`src/rtl/video_zone_adjust_if.sv`:
```
// Pixel-stream bus for video_zone_adjust: control inputs, {VS,HS,DEN,R,G,B}
// input and output streams, and the sticky line-length error flag.
interface video_zone_adjust_if #(
  parameter int CW = 8
);
  logic              en_cc;
  logic              en_tp;
  logic [CW-1:0]     brig;
  logic [3*CW+2:0]   dpi;
  logic [3*CW+2:0]   dpo;
  logic              line_err;

  modport master (
    output en_cc, en_tp, brig, dpi,
    input  dpo, line_err
  );

  modport slave (
    input  en_cc, en_tp, brig, dpi,
    output dpo, line_err
  );
endinterface

```
`src/rtl/video_zone_adjust.sv`:
```
// Zone brightness ramp / colour-bar test pattern on an RGB pixel stream.
// Position is recovered from DEN falling and VS rising edges; the bottom half
// of the frame uses a mirrored ramp followed by inversion. Fixed 3-cycle
// latency: stage 1 position capture, stage 2 arithmetic, stage 3 output.
module video_zone_adjust #(
  parameter int CW    = 8,
  parameter int H_ACT = 1920,
  parameter int V_ACT = 1080,
  parameter int ZONES = 4
) (
  input  logic                 clk,
  input  logic                 rst_n,
  video_zone_adjust_if.slave   bus
);

  localparam int DW  = 3*CW+3;
  localparam int HW  = $clog2(H_ACT+1)+1;
  localparam int VW  = $clog2(V_ACT+1);
  localparam int ZW  = $clog2(ZONES);
  localparam int ZPW = H_ACT/ZONES;
  localparam int PW  = (ZPW > 1) ? $clog2(ZPW) : 1;
  localparam int SW  = CW+5;

  localparam logic [HW-1:0]        H_LEN  = HW'(H_ACT);
  localparam logic [HW-1:0]        H_MAX  = '1;
  localparam logic [VW-1:0]        V_LAST = VW'(V_ACT);
  localparam logic [VW-1:0]        V_HALF = VW'(V_ACT/2);
  localparam logic [PW-1:0]        P_LAST = PW'(ZPW-1);
  localparam logic [ZW-1:0]        Z_LAST = ZW'(ZONES-1);
  localparam logic [CW-1:0]        C_MAX  = '1;
  localparam logic signed [SW-1:0] S_MAX  = {5'b00000, C_MAX};
  localparam logic signed [SW-1:0] K_BIAS = SW'(ZONES);

  // Add a signed offset to one channel, clamp to the channel range and
  // optionally invert the clamped result.
  function automatic logic [CW-1:0] f_adj(input logic [CW-1:0] x,
                                          input logic signed [SW-1:0] off,
                                          input logic inv);
    logic signed [SW-1:0] s;
    logic [CW-1:0]        y;
    s = $signed({5'b00000, x}) + off;
    if (s[SW-1]) begin
      y = '0;
    end else if (s > S_MAX) begin
      y = C_MAX;
    end else begin
      y = s[CW-1:0];
    end
    if (inv) begin
      f_adj = C_MAX - y;
    end else begin
      f_adj = y;
    end
  endfunction

  // Input stream fields
  logic              w_vs;
  logic              w_hs;
  logic              w_den;
  logic [3*CW-1:0]   w_rgb;
  assign {w_vs, w_hs, w_den, w_rgb} = bus.dpi;

  // Position / shadow state
  logic              r_vs_d;
  logic              r_den_d;
  logic [HW-1:0]     r_h;
  logic [VW-1:0]     r_v;
  logic [PW-1:0]     r_pos;
  logic [ZW-1:0]     r_z;
  logic              r_armed;
  logic              r_sh_cc;
  logic              r_sh_tp;
  logic [CW-1:0]     r_sh_brig;
  logic              r_line_err;

  logic              w_vs_rise;
  logic              w_den_fall;
  logic              w_len_bad;
  assign w_vs_rise  = w_vs & ~r_vs_d;
  assign w_den_fall = ~w_den & r_den_d;
  assign w_len_bad  = w_den_fall & r_armed & (r_h != H_LEN);

  // Effective position and settings of the current pixel; a VS rise restarts
  // the frame on this very pixel and takes the new control values.
  logic [HW-1:0]     w_h_cur;
  logic [VW-1:0]     w_v_cur;
  logic [PW-1:0]     w_pos_cur;
  logic [ZW-1:0]     w_z_cur;
  logic              w_cc;
  logic              w_tp;
  logic [CW-1:0]     w_brig;

  // Select current pixel position and mode settings
  always_comb begin
    if (w_vs_rise) begin
      w_h_cur   = '0;
      w_v_cur   = '0;
      w_pos_cur = '0;
      w_z_cur   = '0;
      w_cc      = bus.en_cc;
      w_tp      = bus.en_tp;
      w_brig    = bus.brig;
    end else begin
      w_h_cur   = r_h;
      w_v_cur   = r_v;
      w_pos_cur = r_pos;
      w_z_cur   = r_z;
      w_cc      = r_sh_cc;
      w_tp      = r_sh_tp;
      w_brig    = r_sh_brig;
    end
  end

  // Position after this pixel when DEN is high (zone tracked incrementally)
  logic [HW-1:0]     w_h_nxt;
  logic [PW-1:0]     w_pos_nxt;
  logic [ZW-1:0]     w_z_nxt;

  // Advance horizontal count and zone counters
  always_comb begin
    w_h_nxt = (w_h_cur == H_MAX) ? H_MAX : w_h_cur + HW'(1);
    if (w_pos_cur == P_LAST) begin
      w_pos_nxt = '0;
      w_z_nxt   = (w_z_cur == Z_LAST) ? Z_LAST : w_z_cur + ZW'(1);
    end else begin
      w_pos_nxt = w_pos_cur + PW'(1);
      w_z_nxt   = w_z_cur;
    end
  end

  // Track h/v position, frame arming and shadowed controls
  always_ff @(posedge clk or negedge rst_n) begin
    if (!rst_n) begin
      r_vs_d    <= 1'b0;
      r_den_d   <= 1'b0;
      r_h       <= '0;
      r_v       <= '0;
      r_pos     <= '0;
      r_z       <= '0;
      r_armed   <= 1'b0;
      r_sh_cc   <= 1'b0;
      r_sh_tp   <= 1'b0;
      r_sh_brig <= '0;
    end else begin
      r_vs_d  <= w_vs;
      r_den_d <= w_den;
      if (w_den) begin
        r_h   <= w_h_nxt;
        r_pos <= w_pos_nxt;
        r_z   <= w_z_nxt;
      end else if (w_vs_rise | w_den_fall) begin
        r_h   <= '0;
        r_pos <= '0;
        r_z   <= '0;
      end else begin
        r_h   <= r_h;
        r_pos <= r_pos;
        r_z   <= r_z;
      end
      if (w_vs_rise) begin
        r_v <= '0;
      end else if (w_den_fall && (r_v != V_LAST)) begin
        r_v <= r_v + VW'(1);
      end else begin
        r_v <= r_v;
      end
      r_armed   <= r_armed | w_vs_rise;
      r_sh_cc   <= w_cc;
      r_sh_tp   <= w_tp;
      r_sh_brig <= w_brig;
    end
  end

  // Sticky line-length error, cleared by a VS rise unless set the same cycle
  always_ff @(posedge clk or negedge rst_n) begin
    if (!rst_n) begin
      r_line_err <= 1'b0;
    end else if (w_len_bad) begin
      r_line_err <= 1'b1;
    end else if (w_vs_rise) begin
      r_line_err <= 1'b0;
    end else begin
      r_line_err <= r_line_err;
    end
  end

  // Stage 1 registers
  logic [2:0]        r1_sync;
  logic [3*CW-1:0]   r1_rgb;
  logic [ZW-1:0]     r1_z;
  logic              r1_bot;
  logic              r1_cc;
  logic              r1_tp;
  logic [CW-1:0]     r1_brig;

  // Stage 1: capture pixel together with its zone, half and mode
  always_ff @(posedge clk or negedge rst_n) begin
    if (!rst_n) begin
      r1_sync <= '0;
      r1_rgb  <= '0;
      r1_z    <= '0;
      r1_bot  <= 1'b0;
      r1_cc   <= 1'b0;
      r1_tp   <= 1'b0;
      r1_brig <= '0;
    end else begin
      r1_sync <= {w_vs, w_hs, w_den};
      r1_rgb  <= w_rgb;
      r1_z    <= w_z_cur;
      r1_bot  <= (w_v_cur >= V_HALF);
      r1_cc   <= w_cc;
      r1_tp   <= w_tp;
      r1_brig <= w_brig;
    end
  end

  // Stage 2 arithmetic
  logic [ZW-1:0]        w_zi;
  logic signed [SW-1:0] w_k;
  logic signed [SW-1:0] w_prod;
  logic signed [SW-1:0] w_off;
  logic [2:0]           w_z3;
  logic [3*CW-1:0]      w_tp_rgb;
  logic [3*CW-1:0]      w_cc_rgb;
  logic [3*CW-1:0]      w_rgb_out;

  // Zone ramp offset, per-channel clamp/invert, test pattern and mode select
  always_comb begin
    w_zi   = r1_bot ? (Z_LAST - r1_z) : r1_z;
    w_k    = $signed({{(SW-ZW-1){1'b0}}, w_zi, 1'b1}) - K_BIAS;
    w_prod = w_k * $signed({5'b00000, r1_brig});
    w_off  = w_prod >>> ZW;
    w_z3   = 3'b000;
    w_z3[ZW-1:0] = r1_z;
    w_tp_rgb = {{CW{w_z3[0]}}, {CW{w_z3[1]}}, {CW{w_z3[2]}}};
    w_cc_rgb = {f_adj(r1_rgb[3*CW-1:2*CW], w_off, r1_bot),
                f_adj(r1_rgb[2*CW-1:CW],   w_off, r1_bot),
                f_adj(r1_rgb[CW-1:0],      w_off, r1_bot)};
    if (!r1_sync[0]) begin
      w_rgb_out = r1_rgb;
    end else if (r1_tp) begin
      w_rgb_out = w_tp_rgb;
    end else if (r1_cc) begin
      w_rgb_out = w_cc_rgb;
    end else begin
      w_rgb_out = r1_rgb;
    end
  end

  logic [2:0]        r2_sync;
  logic [3*CW-1:0]   r2_rgb;
  logic [DW-1:0]     r3_dpo;

  // Stage 2 register: processed pixel with delayed syncs
  always_ff @(posedge clk or negedge rst_n) begin
    if (!rst_n) begin
      r2_sync <= '0;
      r2_rgb  <= '0;
    end else begin
      r2_sync <= r1_sync;
      r2_rgb  <= w_rgb_out;
    end
  end

  // Stage 3: output register
  always_ff @(posedge clk or negedge rst_n) begin
    if (!rst_n) begin
      r3_dpo <= '0;
    end else begin
      r3_dpo <= {r2_sync, r2_rgb};
    end
  end

  assign bus.dpo      = r3_dpo;
  assign bus.line_err = r_line_err;

endmodule

```
`src/flat_wrapper.sv`:
```
// flat-port wrapper written by rule: the top's interface ports become plain ports
module video_zone_adjust_flat 
#(
  parameter int CW    = 8,
  parameter int H_ACT = 1920,
  parameter int V_ACT = 1080,
  parameter int ZONES = 4
)
  (clk, rst_n, bus_en_cc, bus_en_tp, bus_brig, bus_dpi, bus_dpo, bus_line_err);
  video_zone_adjust_if #(.CW(CW)) bus_i ();
  input  logic clk;
  input  logic rst_n;
  input wire logic [$bits(bus_i.en_cc)-1:0] bus_en_cc;
  input wire logic [$bits(bus_i.en_tp)-1:0] bus_en_tp;
  input wire logic [$bits(bus_i.brig)-1:0] bus_brig;
  input wire logic [$bits(bus_i.dpi)-1:0] bus_dpi;
  output wire logic [$bits(bus_i.dpo)-1:0] bus_dpo;
  output wire logic [$bits(bus_i.line_err)-1:0] bus_line_err;
  assign bus_i.en_cc = bus_en_cc;
  assign bus_i.en_tp = bus_en_tp;
  assign bus_i.brig = bus_brig;
  assign bus_i.dpi = bus_dpi;
  assign bus_dpo = bus_i.dpo;
  assign bus_line_err = bus_i.line_err;
  video_zone_adjust #(.CW(CW), .H_ACT(H_ACT), .V_ACT(V_ACT), .ZONES(ZONES)) u_core (.clk(clk), .rst_n(rst_n), .bus(bus_i));
endmodule
```
`config.mk`:
```
export PLATFORM = sky130hd
export DESIGN_NAME = video_zone_adjust_flat
export DESIGN_NICKNAME = d
export VERILOG_FILES = /design/src/rtl/video_zone_adjust_if.sv /design/src/rtl/video_zone_adjust.sv /design/src/flat_wrapper.sv
export SDC_FILE = /design/constraint.sdc
export NUM_CORES = 1
export LEC_CHECK = 0
export CAP_MARGIN = 20
export CORE_MARGIN = 5
export CORE_UTILIZATION = 55
export DETAILED_ROUTE_END_ITERATION = 10
export GPL_ROUTABILITY_DRIVEN = 0
export GPL_TIMING_DRIVEN = 0
export PLACE_DENSITY = 0.74
export SYNTH_ARGS = -nofsm -noshare
export SYNTH_HDL_FRONTEND = slang
export SYNTH_SLANG_ARGS = --single-unit
```
`constraint.sdc`:
```
create_clock -name clk -period 8.25 [get_ports clk]
set_clock_uncertainty 0.1 [all_clocks]
set_input_delay 2.475 -clock clk [delete_from_list [all_inputs] [get_ports clk]]
set_output_delay 2.475 -clock clk [all_outputs]
set_load 0.02 [all_outputs]
```
* Word-level counts from Yosys, hierarchy flattened
Index checks and enable logic that the tools add are counted.
** Word-level totals
- Bits in read-only memories :: 0
- Input port bits :: 39
- Latch bits :: 0
- Memories :: 0
- Flip-flop bits (word level) :: 132
- Output and inout port bits :: 28
- RAM bits :: 0
** Cells by class
- Divide/modulo/power cells :: 0
- Reduce and logical (&&, ||, !) cells :: 4
- Add/subtract/negate cells :: 12
- Equality and inequality tests :: 5
- Muxes and demuxes :: 31
- Bitwise operators :: 8
- Shift-type cells :: 0
- Order comparisons :: 4
- $mul :: 1
** Operators with widths (count)
- $mux W24 :: 3
- $mux W8 :: 9
- $mux W12 :: 4
- $gt A13 B9 Y1 const B :: 3
- $add A9 B11 Y12 :: 3
- $mux W9 :: 4
- $mux W11 :: 3
- $sub A8 B8 Y8 const A :: 3
- $mul A4 B9 Y13 :: 1
- $add A12 B1 Y12 const B :: 1
- $eq A12 B12 Y1 const B :: 1
- $mux W2 :: 6
- $ne A12 B11 Y1 const B :: 1
- $add A11 B1 Y11 const B :: 1
- $ge A11 B10 Y1 const B :: 1
- $ne A11 B11 Y1 const B :: 1
- $add A9 B1 Y9 const B :: 1
- $eq A9 B9 Y1 const B :: 1
- $reduce_bool A2 Y1 :: 3
- $and A1 B1 Y1 :: 4
- $sub A3 B3 Y4 const B :: 1
- $add A2 B1 Y2 const B :: 1
- $eq A2 B2 Y1 const B :: 1
- $mux W1 :: 2
- 4 further kinds :: 6

* Depth between registers and ports, before layout
- Word-level depth :: 13
- Mapped depth :: 24
- Gate-level depth less buffers :: 21

* Worst setup path before layout
No wires, ideal clock.
- Path kind :: register to register
- Start point :: register u_core.r1_bot
- End point :: register u_core.r2_rgb[18]
- Buffers on the path :: 2
- Required time :: 8084 ps
- Library setup time :: 66 ps
- Data arrival time :: 5717 ps
- Stages on the path, launching flop included :: 23
- Slack :: 2367 ps
- Cell sequence :: dfrtp_1 clkbuf_1 xnor2_1 clkbuf_1 clkinv_1 nor2_1 fa_1 fa_1 ha_1 ha_1 a21o_1 a21oi_1 and2_1 xnor2_1 ha_1 a21oi_1 nand2_1 o21ai_0 o2111a_1 mux2i_1 o32a_1 or4_1 nand2_1
** On the way
- Word-level cells in the longest chain between the ends :: 12
** Ends and longest elaborated chain
- start, declared :: RTL line video_zone_adjust.sv:191 : logic r1_bot;
- start signal, assigned :: RTL line video_zone_adjust.sv:210 : r1_bot <= (w_v_cur >= V_HALF);
- $mux W2 :: RTL line video_zone_adjust.sv:229 : w_zi = r1_bot ? (Z_LAST - r1_z) : r1_z;
- $sub A3 B3 Y4 :: RTL line video_zone_adjust.sv:230 : w_k = $signed({{(SW-ZW-1){1'b0}}, w_zi, 1'b1}) - K_BIAS;
- $mul A4 B9 Y13 :: RTL line video_zone_adjust.sv:231 : w_prod = w_k * $signed({5'b00000, r1_brig});
- $add A9 B11 Y12 :: RTL line video_zone_adjust.sv:41 : s = $signed({5'b00000, x}) + off;
- $gt A13 B9 Y1 :: RTL line video_zone_adjust.sv:44 : end else if (s > S_MAX) begin
- $mux W8 :: RTL line video_zone_adjust.sv:44
- $mux W8 :: RTL line video_zone_adjust.sv:42 : if (s[SW-1]) begin
- $sub A8 B8 Y8 :: RTL line video_zone_adjust.sv:50 : f_adj = C_MAX - y;
- $mux W8 (*) :: RTL line video_zone_adjust.sv:49 : if (inv) begin
- $mux W24 (*) :: RTL line video_zone_adjust.sv:243 : end else if (r1_cc) begin
- $mux W24 (*) :: RTL line video_zone_adjust.sv:241 : end else if (r1_tp) begin
- $mux W24 (*) :: RTL line video_zone_adjust.sv:239 : if (!r1_sync[0]) begin
- net u_core.w_rgb_out[18] :: RTL line video_zone_adjust.sv:225 : logic [3*CW-1:0] w_rgb_out;
- end signal, assigned :: RTL line video_zone_adjust.sv:261 : r2_rgb <= w_rgb_out;
- end, declared :: RTL line video_zone_adjust.sv:251 : logic [3*CW-1:0] r2_rgb;
Mark *: on every way through the listed nets, which the timed path passes. The rest lies on a longest branch.
A chain may end at the register's enable or synchronous reset.

* Final worst setup path
- Start point :: register u_core.r1_bot
- End point :: register u_core.r2_rgb[16]
The elaborated chain is that of the path after synthesis.

==> metrics.yaml <==
outcome:
  outcome: "finished clean"
synthesis:
  synth_area_um2: 7500
  synth_ff_type: "dfrtp_1"
  seq_area_frac_synth_pct: 43.4
  synth_edf_count: 0
  synth-seq-cells: 130
  yosys_warnings: 0
  synth_cell_types: 62
  synthCells: 775
  async_reset_ff_share_pct: 100
  syn_avg_cell_area_um2: 9.68
  syn-num-nets: 883
layout:
  area_growth_pct: 21.4
  multi_input_area_um2: 4020
  fin_nets: 970
  drive_above_1_share_pct: 5.37
  final_util_pct: 68.5
  ff_latch_area_um2: 3250
  diodes: 0
  fill_cells: 995
  stdcell_area_um2: 9100
timing:
  worst_slack_ns: 1.30
  setup_tns_ns: 0
  period_share_pct: 84.2
  period_needed_ns: 6.95
  hold_violations: 0
  rsz0062_at_grt: "false"
  setup_viol: 0
  slew_violations: 0
  max_freq_mhz: 144
  maxSlewHeadroom_pct: 51.3
  tightest_slew_ns: 0.730
routing:
  top_layer: "met4"
  wl_met3_um: 1100
  vias_per_cell: 5.99
  firstDrtPassIters: 6
  drc: 0
  drtIter0Drc: 588
  ant_nets: 0
  met2_length_um: 9140
  met1_length_um: 7110
  wirelength_um: 18000
  vias: 6299
  wl_per_cell_um: 17.2
clock_network:
  numCtsBuffers: 17
  postCtsSetupBuffers: 0
  clk_latency_ns: 0.42
  htree_levels: 4
  cts.sinks: 130
  cts.path.max_buffers: 2
  clockRootBuffer: "clkbuf_16"
  cts.clk_slew.worst_paths_ns: 0.06
  cts_hold_buffers: 0
  cts_tree: "done"
  ctsResizeCount: 0
job:
  drv_cap: 0
die:
  die_area_um2: 16100
  fp.dieH_um: 127
  rows: 42
  core_area_um2: 13300
  die_w_um: 127
  ios: 67
  start_util_pct: 56.4
critical_path:
  cp-end-kind: "register"
  required_ns: 8.49
  max_stage_delay_ns: 0.48
  path_class: "reg2reg"
  crit_path_max_fanout: 10
  path_cells: "clkbuf_1 -> xnor2_1 -> clkbuf_1 -> clkinv_1 -> nor2_1 -> fa_1 -> fa_1 -> ha_1 -> ha_1 -> a21oi_1 -> nand4b_1 -> and2_1 -> xnor2_1 -> ha_1 -> a21oi_1 -> nand2_1 -> o21ai_0 -> o2111a_1 -> mux2i_1 -> o32a_1 -> clkbuf_1 -> o21ai_0 -> o311a_1"
  crit_path_start_kind: "register"
  cp_slowest_cell: "fa_1"
  arrival_ns: 7.19
placement:
  dp_hpwl_um: 13100
  portBuffers: 66
  placed_area_um2: 8410
  pre_cts_slack_ns: 1.42
global_routing:
  grt_pass1_wl_um: 30500
  track_usage_pct: 23.6
  grt_overflow: 0
  grt_pass1_vias: 6382
  grt_max_degree: 88
  antenna_found_initial: 0
power:
  powerDensity_nw_per_um2: 411
  power_leakage_nw: 4.02
  ir_worst_vdd_v: 0.000217
  fin_total_pwr_mw: 3.74
worst_hold_path:
  hold_path.class: "reg2reg"
==> final cells by class <==
type / instances / share of cell area (%)
Inverter: 35 / 1.44
Sequential cell: 130 / 35.7
Timing Repair Buffer: 68 / 7.63
Clock inverter: 14 / 2.84
Multi-Input combinational cell: 585 / 44.2
Clock buffer: 18 / 4.71
Tap cell: 176 / 2.42
Buffer: 25 / 1.04
==> cells in the mapped netlist (5+ instances only) <==
cell      number  area share [%]
o21a_1        10             1.0
and2_1        17             1.4
nand3_1       20             1.3
a211oi_1      23             2.3
a31oi_1       12             1.0
inv_1         34             1.7
or4_1          6            0.60
nor3_1        15             1.0
nor2_1        66             3.3
or3_1          6            0.50
and3_1         5            0.42
clkbuf_1      22             1.1
nand2b_1       7            0.58
o211a_1        6            0.80
nand2_1       77             3.9
dfrtp_1      130              43
xor2_1        15             1.8
a21oi_1       45             3.0
o21ai_0       60             4.0
a21o_1        12             1.2
ha_1          53             8.8
xnor2_1       18             2.1
mux2i_1        7            0.93
nor2b_1       13             1.1
fa_1          16             4.3
or2_2          6            0.50
o211ai_1      11             1.1
nand4_1        6            0.50
==> state kept, by name (all words and copies together), names as in the netlist <==
signal / flops
u_core.bus.dpo: 27
u_core.bus.line_err: 1
u_core.r1_bot: 1
u_core.r1_rgb: 24
u_core.r1_sync: 3
u_core.r1_z: 2
u_core.r2_rgb: 24
u_core.r2_sync: 3
u_core.r_armed: 1
u_core.r_h: 12
u_core.r_pos: 9
u_core.r_sh_brig: 8
u_core.r_sh_cc: 1
u_core.r_sh_tp: 1
u_core.r_v: 11
u_core.r_z: 2
==> cells in the final DEF (no fill, tap or decap), types with 7 or more instances in the layout <==
| cell type | instances |
|---|---|
| dfrtp_1 | 130 |
| nand2_1 | 77 |
| nor2_1 | 66 |
| clkdlybuf4s50_1 | 65 |
| o21ai_0 | 60 |
| ha_1 | 53 |
| a21oi_1 | 45 |
| inv_1 | 34 |
| clkbuf_1 | 23 |
| a211oi_1 | 23 |
| nand3_1 | 20 |
| xnor2_1 | 18 |
| and2_1 | 17 |
| clkbuf_16 | 17 |
| fa_1 | 16 |
| xor2_1 | 15 |
| nor3_1 | 15 |
| nor2b_1 | 13 |
| a21o_1 | 12 |
| a31oi_1 | 12 |
| o211ai_1 | 11 |
| o21a_1 | 10 |
| nand2b_1 | 7 |
| mux2i_1 | 7 |
| bufinv_16 | 7 |
==> final timing paths <==
kind	startpoint	endpoint	slack (ns)	depth (start not counted)
max	u_core.r1_bot	u_core.r2_rgb[16]	1.30	23
min	u_core.r2_sync[1]	u_core.bus.dpo[25]	0.24	0
max reg2reg	u_core.r1_bot	u_core.r2_rgb[16]	1.30	23
min reg2reg	u_core.r2_sync[1]	u_core.bus.dpo[25]	0.24	0
max in group asynchronous	rst_n	u_core.r_sh_brig[3]	5.45	2
min in group asynchronous	rst_n	u_core.r2_rgb[19]	1.87	1
==> critical path: cells and delay by family (launching register included) <==
| kind | cells | cell delay (ns) |
|---|---|---|
| flops | 1 | 0.36 |
| compound gates | 7 | 1.86 |
| fa+ha+maj | 5 | 1.95 |
| simple gates | 4 | 0.74 |
| buf+inv | 4 | 1.12 |
| mux | 1 | 0.07 |
| xor+xnor | 2 | 0.68 |
==> cells by family (layout without fill, tap and decap cells) <==
logic type,after synthesis,after routing,synth area share (%)
AO/OA/AOI/OAI,218,218,19.1
XOR/XNOR,33,33,3.85
flip-flops,130,130,43.4
multiplexers,7,7,0.934
buffers and inverters,60,160,3.02
adder cells (fa/ha/maj),69,69,13.1
AND/OR/NAND/NOR,258,258,16.6
==> metrics by stage <==
step	hold WS, ns	std cells
2_1_floorplan	0.231	775
3_3_place_gp	0.232	1017
3_5_place_dp	0.235	1018
4_1_cts	0.247	1050
5_1_grt	0.249	1051
6_report	0.241	1051
==> per-layer routing <==
layer	vias to the layer above	GRT usage, %
met2	225	40.8
met1	3058	27.2
met3	62	5.80
li1	2954	-
met4	0	11.5
met5	-	0
==> power breakdown <==
group,internal (mW),total (mW),switching [mW]
logic,0.847,2.08,1.24
registers,0.747,0.791,0.0436
clock network,0.596,0.867,0.270
(Power assumes the default switching activity.)
